--- src/rtl/vc_fifo_pkg.sv ---
// Shared types and defaults for the multi-VC router input FIFO.
package vc_fifo_pkg;

  localparam int DEF_SIZE       = 8;
  localparam int DEF_DEPTH_LOG2 = 4;
  localparam int DEF_NUM_VC     = 2;
  localparam int DEF_VC_BITS    = 1;
  localparam int DEF_AF_LEVEL   = 12;

  // Operation applied to one queue in a given cycle, encoded as {push, pop}.
  typedef enum logic [1:0] {
    Q_IDLE     = 2'b00,
    Q_POP      = 2'b01,
    Q_PUSH     = 2'b10,
    Q_PUSH_POP = 2'b11
  } q_op_e;

  function automatic q_op_e q_op(input logic push, input logic pop);
    return q_op_e'({push, pop});
  endfunction

endpackage

--- src/rtl/vc_fifo_queue.sv ---
// One virtual-channel queue: circular buffer with registered count and flags.
// push/pop arrive already qualified by the parent, so they are never illegal here.
module vc_fifo_queue
  import vc_fifo_pkg::*;
#(
  parameter int SIZE       = DEF_SIZE,
  parameter int DEPTH_LOG2 = DEF_DEPTH_LOG2,
  parameter int AF_LEVEL   = DEF_AF_LEVEL
) (
  input  logic                  clk,
  input  logic                  reset,
  input  logic                  push,
  input  logic                  pop,
  input  logic [SIZE-1:0]       din,
  output logic [SIZE-1:0]       head,
  output logic [DEPTH_LOG2:0]   count,
  output logic                  full,
  output logic                  empty,
  output logic                  almost_full
);

  localparam int DEPTH = 2 ** DEPTH_LOG2;
  localparam int CW    = DEPTH_LOG2 + 1;

  logic [SIZE-1:0]       mem [DEPTH];
  logic [DEPTH_LOG2-1:0] rd_ptr;
  logic [DEPTH_LOG2-1:0] wr_ptr;
  logic [CW-1:0]         cnt_q;
  logic [CW-1:0]         cnt_d;
  logic                  full_q;
  logic                  empty_q;

  // Next occupancy: a simultaneous push and pop leave the count unchanged.
  always_comb begin
    // NOTE: assign a default before the case so no path leaves cnt_d unassigned (no latch).
    cnt_d = cnt_q;
    unique case (q_op(push, pop))
      Q_PUSH:  cnt_d = cnt_q + CW'(1);
      Q_POP:   cnt_d = cnt_q - CW'(1);
      default: cnt_d = cnt_q;
    endcase
  end

  // Storage, pointers, count and flags; full/empty are registered with the count.
  always_ff @(posedge clk or negedge reset) begin
    if (!reset) begin
      // NOTE: storage is cleared on reset so the show-ahead head reads 0 afterwards.
      for (int i = 0; i < DEPTH; i++) mem[i] <= '0;
      rd_ptr  <= '0;
      wr_ptr  <= '0;
      cnt_q   <= '0;
      full_q  <= 1'b0;
      empty_q <= 1'b1;
    end else begin
      // NOTE: non-blocking assignments so every register samples pre-edge values.
      if (push) begin
        mem[wr_ptr] <= din;
        wr_ptr      <= wr_ptr + DEPTH_LOG2'(1);
      end
      if (pop) rd_ptr <= rd_ptr + DEPTH_LOG2'(1);
      cnt_q   <= cnt_d;
      full_q  <= (cnt_d == CW'(DEPTH));
      empty_q <= (cnt_d == '0);
    end
  end

  assign head        = mem[rd_ptr];
  assign count       = cnt_q;
  assign full        = full_q;
  assign empty       = empty_q;
  assign almost_full = (cnt_q >= CW'(AF_LEVEL));

endmodule

--- src/rtl/vc_fifo.sv ---
// Multi-VC router input FIFO: NUM_VC independent queues sharing one write and
// one read port. Decodes VC selects, qualifies requests, muxes the head flit,
// packs per-VC counts and holds the sticky overflow/underflow flags.
module vc_fifo
  import vc_fifo_pkg::*;
#(
  parameter int ID         = -1,
  parameter int SIZE       = DEF_SIZE,
  parameter int DEPTH_LOG2 = DEF_DEPTH_LOG2,
  parameter int NUM_VC     = DEF_NUM_VC,
  parameter int VC_BITS    = DEF_VC_BITS,
  parameter int AF_LEVEL   = DEF_AF_LEVEL
) (
  input  logic                             clk,
  input  logic                             reset,
  input  logic                             write,
  input  logic [VC_BITS-1:0]               write_vc,
  input  logic [SIZE-1:0]                  item_in,
  input  logic                             read,
  input  logic [VC_BITS-1:0]               read_vc,
  output logic [SIZE-1:0]                  item_out,
  output logic [NUM_VC-1:0]                full,
  output logic [NUM_VC-1:0]                empty,
  output logic [NUM_VC-1:0]                almost_full,
  output logic [NUM_VC*(DEPTH_LOG2+1)-1:0] count,
  output logic                             overflow,
  output logic                             underflow
);

  localparam int CW = DEPTH_LOG2 + 1;

  logic [NUM_VC-1:0] wr_sel;
  logic [NUM_VC-1:0] rd_sel;
  logic [NUM_VC-1:0] push;
  logic [NUM_VC-1:0] pop;
  logic [SIZE-1:0]   head [NUM_VC];

  // A select value >= NUM_VC matches no queue, so such requests are rejected.
  for (genvar v = 0; v < NUM_VC; v++) begin : g_vc
    assign wr_sel[v] = write && (write_vc == VC_BITS'(v));
    assign rd_sel[v] = read  && (read_vc  == VC_BITS'(v));
    assign pop[v]    = rd_sel[v] && !empty[v];
    // A full queue still accepts a push when the same edge pops it.
    assign push[v]   = wr_sel[v] && (!full[v] || pop[v]);

    vc_fifo_queue #(
      .SIZE       (SIZE),
      .DEPTH_LOG2 (DEPTH_LOG2),
      .AF_LEVEL   (AF_LEVEL)
    ) u_queue (
      .clk         (clk),
      .reset       (reset),
      .push        (push[v]),
      .pop         (pop[v]),
      .din         (item_in),
      .head        (head[v]),
      .count       (count[v*CW +: CW]),
      .full        (full[v]),
      .empty       (empty[v]),
      .almost_full (almost_full[v])
    );
  end

  // Show-ahead output: head of the selected queue, zero for an unused select.
  always_comb begin
    item_out = '0;
    for (int v = 0; v < NUM_VC; v++) begin
      if (read_vc == VC_BITS'(v)) item_out = head[v];
    end
  end

  // Sticky error flags: any rejected request sets them until reset.
  always_ff @(posedge clk or negedge reset) begin
    if (!reset) begin
      overflow  <= 1'b0;
      underflow <= 1'b0;
    end else begin
      if (write && !(|push)) overflow  <= 1'b1;
      if (read  && !(|pop))  underflow <= 1'b1;
    end
  end

endmodule
--- config.mk ---
export PLATFORM = sky130hd
export DESIGN_NAME = vc_fifo
export DESIGN_NICKNAME = d
export VERILOG_FILES = /design/src/rtl/vc_fifo_pkg.sv /design/src/rtl/vc_fifo_queue.sv /design/src/rtl/vc_fifo.sv
export SDC_FILE = /design/constraint.sdc
export NUM_CORES = 1
export LEC_CHECK = 0
export CAP_MARGIN = 20
export CORE_MARGIN = 5
export CORE_UTILIZATION = 40
export CTS_CLUSTER_DIAMETER = 100
export DETAILED_ROUTE_END_ITERATION = 8
export DONT_BUFFER_PORTS = 1
export PLACE_DENSITY_LB_ADDON = 0.15
export SLEW_MARGIN = 0
export SYNTH_ARGS = -nofsm -noshare
export SYNTH_HDL_FRONTEND = slang
export SYNTH_SLANG_ARGS = --single-unit
--- constraint.sdc ---
create_clock -name clk -period 9.3 [get_ports clk]
set_clock_uncertainty 0.1 [all_clocks]
set_input_delay 1.395 -clock clk [delete_from_list [all_inputs] [get_ports clk]]
set_output_delay 1.395 -clock clk [all_outputs]
set_load 0.1 [all_outputs]
# Yosys cells after proc, flatten, opt, wreduce, memory -nomap -nowiden
# Index checks and enable logic that the tools add are counted.
# W data, S select, Z words.
[word_totals]
register_bits = 288
input_bits = 14
[op_classes]
add_sub_neg = 8
order_cmp = 8
n_eq_ne = 6
muxes = 15
bitwise = 6
n_reduce_logical = 24
[op_table]
columns = ["cell", "n"]
rows = [
  ["$bwmux W128", 2],
  ["$bmux W8 S4", 2],
  ["$demux W8 S4", 2],
  ["$mux W8", 7],
  ["$ge A5 B5 Y1 const B", 4],
  ["$not A4 Y5", 4],
  ["$pmux W5 S2", 2],
  ["$add A4 B1 Y4 const B", 4],
  ["$logic_and A1 B1 Y1", 12],
  ["$add A5 B1 Y5 const B", 2],
  ["$eq A5 B5 Y1 const B", 2],
  ["$ge A5 B4 Y1 const B", 2],
  ["$logic_not A5 Y1", 2],
  ["$lt A5 B1 Y1 const B", 2],
  ["$sub A5 B1 Y5 const B", 2],
  ["$logic_not A1 Y1", 6],
  ["$eq A2 B1 Y1 const B", 2],
  ["$eq A2 B2 Y1 const B", 2],
  ["$reduce_or A2 Y1", 2],
  ["$logic_or A1 B1 Y1", 2],
  ["$not A1 Y1", 2],
]

# Depth between registers and ports, before layout
[depth]
word_depth = 8
mapped_depth = 15
depth_no_buf = 12

# Modules after synthesis
# Synthesis repeated with hierarchy kept, for this count alone.
[hier_totals]
cells_unflattened = 871
hier_area_um2 = 13775.7
[modules_own_cells]
columns = ["mod", "n_inst", "cells_each", "area_per_inst_um2", "seq_area_each_um2"]
rows = [
  ["vc_fifo_queue (g_vc[1].u_queue)", 1, 428, 6770.2, 3579.7],
  ["vc_fifo_queue (g_vc[0].u_queue)", 1, 419, 6747.7, 3579.7],
  ["vc_fifo", 1, 24, 257.7, 50.0],
]

# Worst setup path after synthesis
# No wires, ideal clock.
[synth_path]
path_type = "input-to-output"
from = "input port read_vc"
to = "output port item_out[6]"
arrival_ps = 3042
t_required_ps = 7805
slack_ps = 4763
stages = 4
n_path_buf = 1
path_cell_list = "clkbuf_1 nor3b_1 a22oi_1 nand4_1"
[synth_via]
elab_chain_cells = 1
[synth_lines]
columns = ["element", "line", "source"]
rows = [
  ["start, declared", "vc_fifo.sv:20", "input logic [VC_BITS-1:0] read_vc,"],
  ["$mux W8", "vc_fifo.sv:68", "if (read_vc == VC_BITS'(v)) item_out = head[v];"],
  ["end, declared", "vc_fifo.sv:21", "output logic [SIZE-1:0] item_out,"],
]
# Every way passes these cells.

# Worst setup path in the final report
[layout_path]
from = "register g_vc[0].u_queue.rd_ptr[0]"
to = "output port item_out[0]"
[layout_via]
elab_chain_cells = 5
[layout_lines]
columns = ["element", "line", "source"]
rows = [
  ["start, declared", "vc_fifo_queue.sv:26", "logic [DEPTH_LOG2-1:0] rd_ptr;"],
  ["start signal, assigned", "vc_fifo_queue.sv:60", "if (pop) rd_ptr <= rd_ptr + DEPTH_LOG2'(1);"],
  ["$not A4 Y5 (not written as such)", "vc_fifo_queue.sv:67", "assign head = mem[rd_ptr];"],
  ["$bmux W8 S4", "vc_fifo_queue.sv:67", ""],
  ["$mux W8 (not written as such) (2 in a row)", "vc_fifo_queue.sv:67", ""],
  ["$mux W8", "vc_fifo.sv:68", ""],
]
# Every way passes these cells. The select of a mux whose other input is x is not followed.

==> metrics.cfg <==
[cts]
root_buffer=clkbuf_16
cts_tree=done
clock_sinks=288
ctsLongestPathBuffers=3
post-cts-setup-buffers=0
path_clk_slew_ns=0.06
htree_levels=1
clock_latency_ns=0.54
cts_hold_buf=0
cts_resized=0
numCtsBuffers=31

[floorplanning]
io-pin-count=40
core.rowCount=68
fp.dieH_um=196
core-area_um2=34300
start_util_pct=40.2
design.die.area_um2=38300
die_x_um=196

[synth]
syn_area_um2=13800
yosysSeqAreaShare_pct=52.3
ys_top_cells_by_area=dfrtp_1, mux2_2, mux4_2
synthFlopType=dfrtp_1
syn_area_per_cell_um2=14.0
synth_area_leader_cell=dfrtp_1
synth_top_area_share_pct=51.9
ys_warn_count=0
ys_types=54
synth_seq_cells=288
synth_cells=987
synth.net_count=1017
async_flop_share_pct=100
synth-edff-count=0

[timing]
finalSetupViolations=0
grt_setup_unrepaired=false
holdWs_ns=0.363
relSlewSlack_pct=19.1
tightest_slew_ns=1.21
finalMaxSlewViolations=0
final-hold-violation-count=0
tns_ns=0
min_period_ns=4.80
min_period_over_period_pct=51.6
fmax_mhz=208

[setup_path]
crit_fanout=46
rr_worst_depth=12
criticalPathCategory=register to output pin
cp-end-kind=output pin
crit_path_start_kind=register
arrival_ns=3.30
crit_required_ns=7.81

[cells_and_area]
layout_commonest_cell=dfrtp_1
synthToLayoutAreaGrowth_pct=9.73
drive_above_1_share_pct=40.2
final_cell_mix=dfrtp_1, mux2_2, mux2i_1, mux4_2, a22oi_1
num_antenna_cells=0
final_area_um2=15100
fin_util_pct=44.1
nets=989

[pwr]
powerDensity_nw_per_um2=373
p_leak_nw=6.69
p_int_mw=3.43
p_seq_share_pct=40.4
peakVddDrop_mv=0.350
switching_power_mw=2.21
p_sw_share_pct=39.1
p_clk_share_pct=20.7
combPwrFrac_pct=38.9

[route]
viasPerCell=5.43
drt-pass1-iter-count=4
num_vias=7819
first_iter_violations=384
ant_nets=0
wirelength_mm=31.8
routedWlPerCell_um=22.1
drc_errors=0

[placed_design]
finalWeightedCongestion=0.786
place_area_um2=14100
io_buffers=0
dpl.hpwl_mm=20.3

[global_route]
grt_first_pass_wirelength_mm=50.7
track_usage_pct=16.7
grt_pass1_vias=8212
grt_max_degree=289
gr-total-overflow=0
antenna_found_initial=0

[run_status]
status=completed

[min_path]
hold_path_class=register to register
hold_path_depth=1

[flow_run]
max_cap_violations=0

-- cells by family (layout without fill, tap and decap cells) --
group,Yosys count,count (layout),synth area share [%]
xor gates and xnor gates,24,24,1.53
muxes,341,341,30.0
DFF,288,288,52.3
and+or+nand+nor,140,140,7.18
buffers and inverters,87,84,2.89
adders and majority gates,16,16,1.45
AOI/OAI and AO/OA,91,91,4.60
-- power groups by stage --
stage,sequential [mW],combinational [mW],clock (mW)
4_1_cts,2.30,2.18,1.21
3_5_place_dp,2.32,2.18,0
6_report,2.28,2.19,1.17
5_1_grt,2.35,2.36,1.26
3_3_place_gp,2.31,2.13,0
2_1_floorplan,2.15,1.81,0
-- metrics by stage --
stage | power (mW) | cells | worst slack, ns
5_1_grt | 5.97 | 1439 | 4.36
2_1_floorplan | 3.97 | 987 | 4.76
3_3_place_gp | 4.44 | 1379 | 4.55
4_1_cts | 5.69 | 1438 | 4.46
3_5_place_dp | 4.50 | 1380 | 4.47
6_report | 5.64 | 1439 | 4.50
-- layer usage --
| metal | global-route usage [%] | vias up | routed length, um |
|---|---|---|---|
| met1 | 25.4 | 4115 | 15800 |
| met3 | 2.61 | 28 | 1110 |
| met5 | 0 | - | 0 |
| met2 | 25.7 | 90 | 14400 |
| met4 | 3.15 | 0 | 487 |
| li1 | - | 3586 | - |
-- flip-flops by register name (all words and copies together) (netlist names) --
signal / cells
g_vc.u_queue.mem: 256
g_vc.u_queue.count: 10
g_vc.u_queue.rd_ptr: 8
g_vc.u_queue.wr_ptr: 8
g_vc.u_queue.empty: 2
g_vc.u_queue.full: 2
overflow: 1
underflow: 1
-- critical path, stage by stage, from the launching register on --
cell and delay (ns):
dfrtp_4 0.64, buf_4 0.65, mux4_2 0.59, a22oi_1 0.25
nand4_1 0.28, buf_4 0.33
-- cell usage after synthesis (all sizes together), types with 2 or more instances --
master,instances
dfrtp,286
mux2,259
mux2i,50
buf,41
clkbuf,35
nand3,34
a22oi,32
mux4,32
nor2b,28
nand4,23
a21oi,22
xnor2,19
a211oi,17
nand2,17
ha,16
nor2,15
inv,11
a21o,5
xor2,5
nand2b,4
o21ai,4
a31oi,3
and2,3
nand3b,3
or3b,3
and3b,2
dfstp,2
nor3,2
nor3b,2
-- cell type report --
cell class	count	area, um^2
clock inverters	8	43.8
flip-flops and latches	288	7210
multi-input cells	612	6170
well taps	455	569
repair buffers	15	153
inverters	11	41.3
clock buffers	50	927
fillers	3105	19200
-- worst paths after layout --
path / startpoint / endpoint / slack, ns
setup / recovery: g_vc[0].u_queue.rd_ptr[0] / item_out[0] / 4.50
hold / removal: g_vc[1].u_queue.rd_ptr[2] / g_vc[1].u_queue.rd_ptr[2] / 0.36
setup reg to reg: g_vc[1].u_queue.empty / g_vc[1].u_queue.full / 5.09
hold reg to reg: g_vc[1].u_queue.rd_ptr[2] / g_vc[1].u_queue.rd_ptr[2] / 0.36
max in group asynchronous: reset / g_vc[0].u_queue.rd_ptr[0] / 7.66
min in group asynchronous: reset / g_vc[0].u_queue.mem[44] / 0.45
Power figures use the tool's default switching activity.
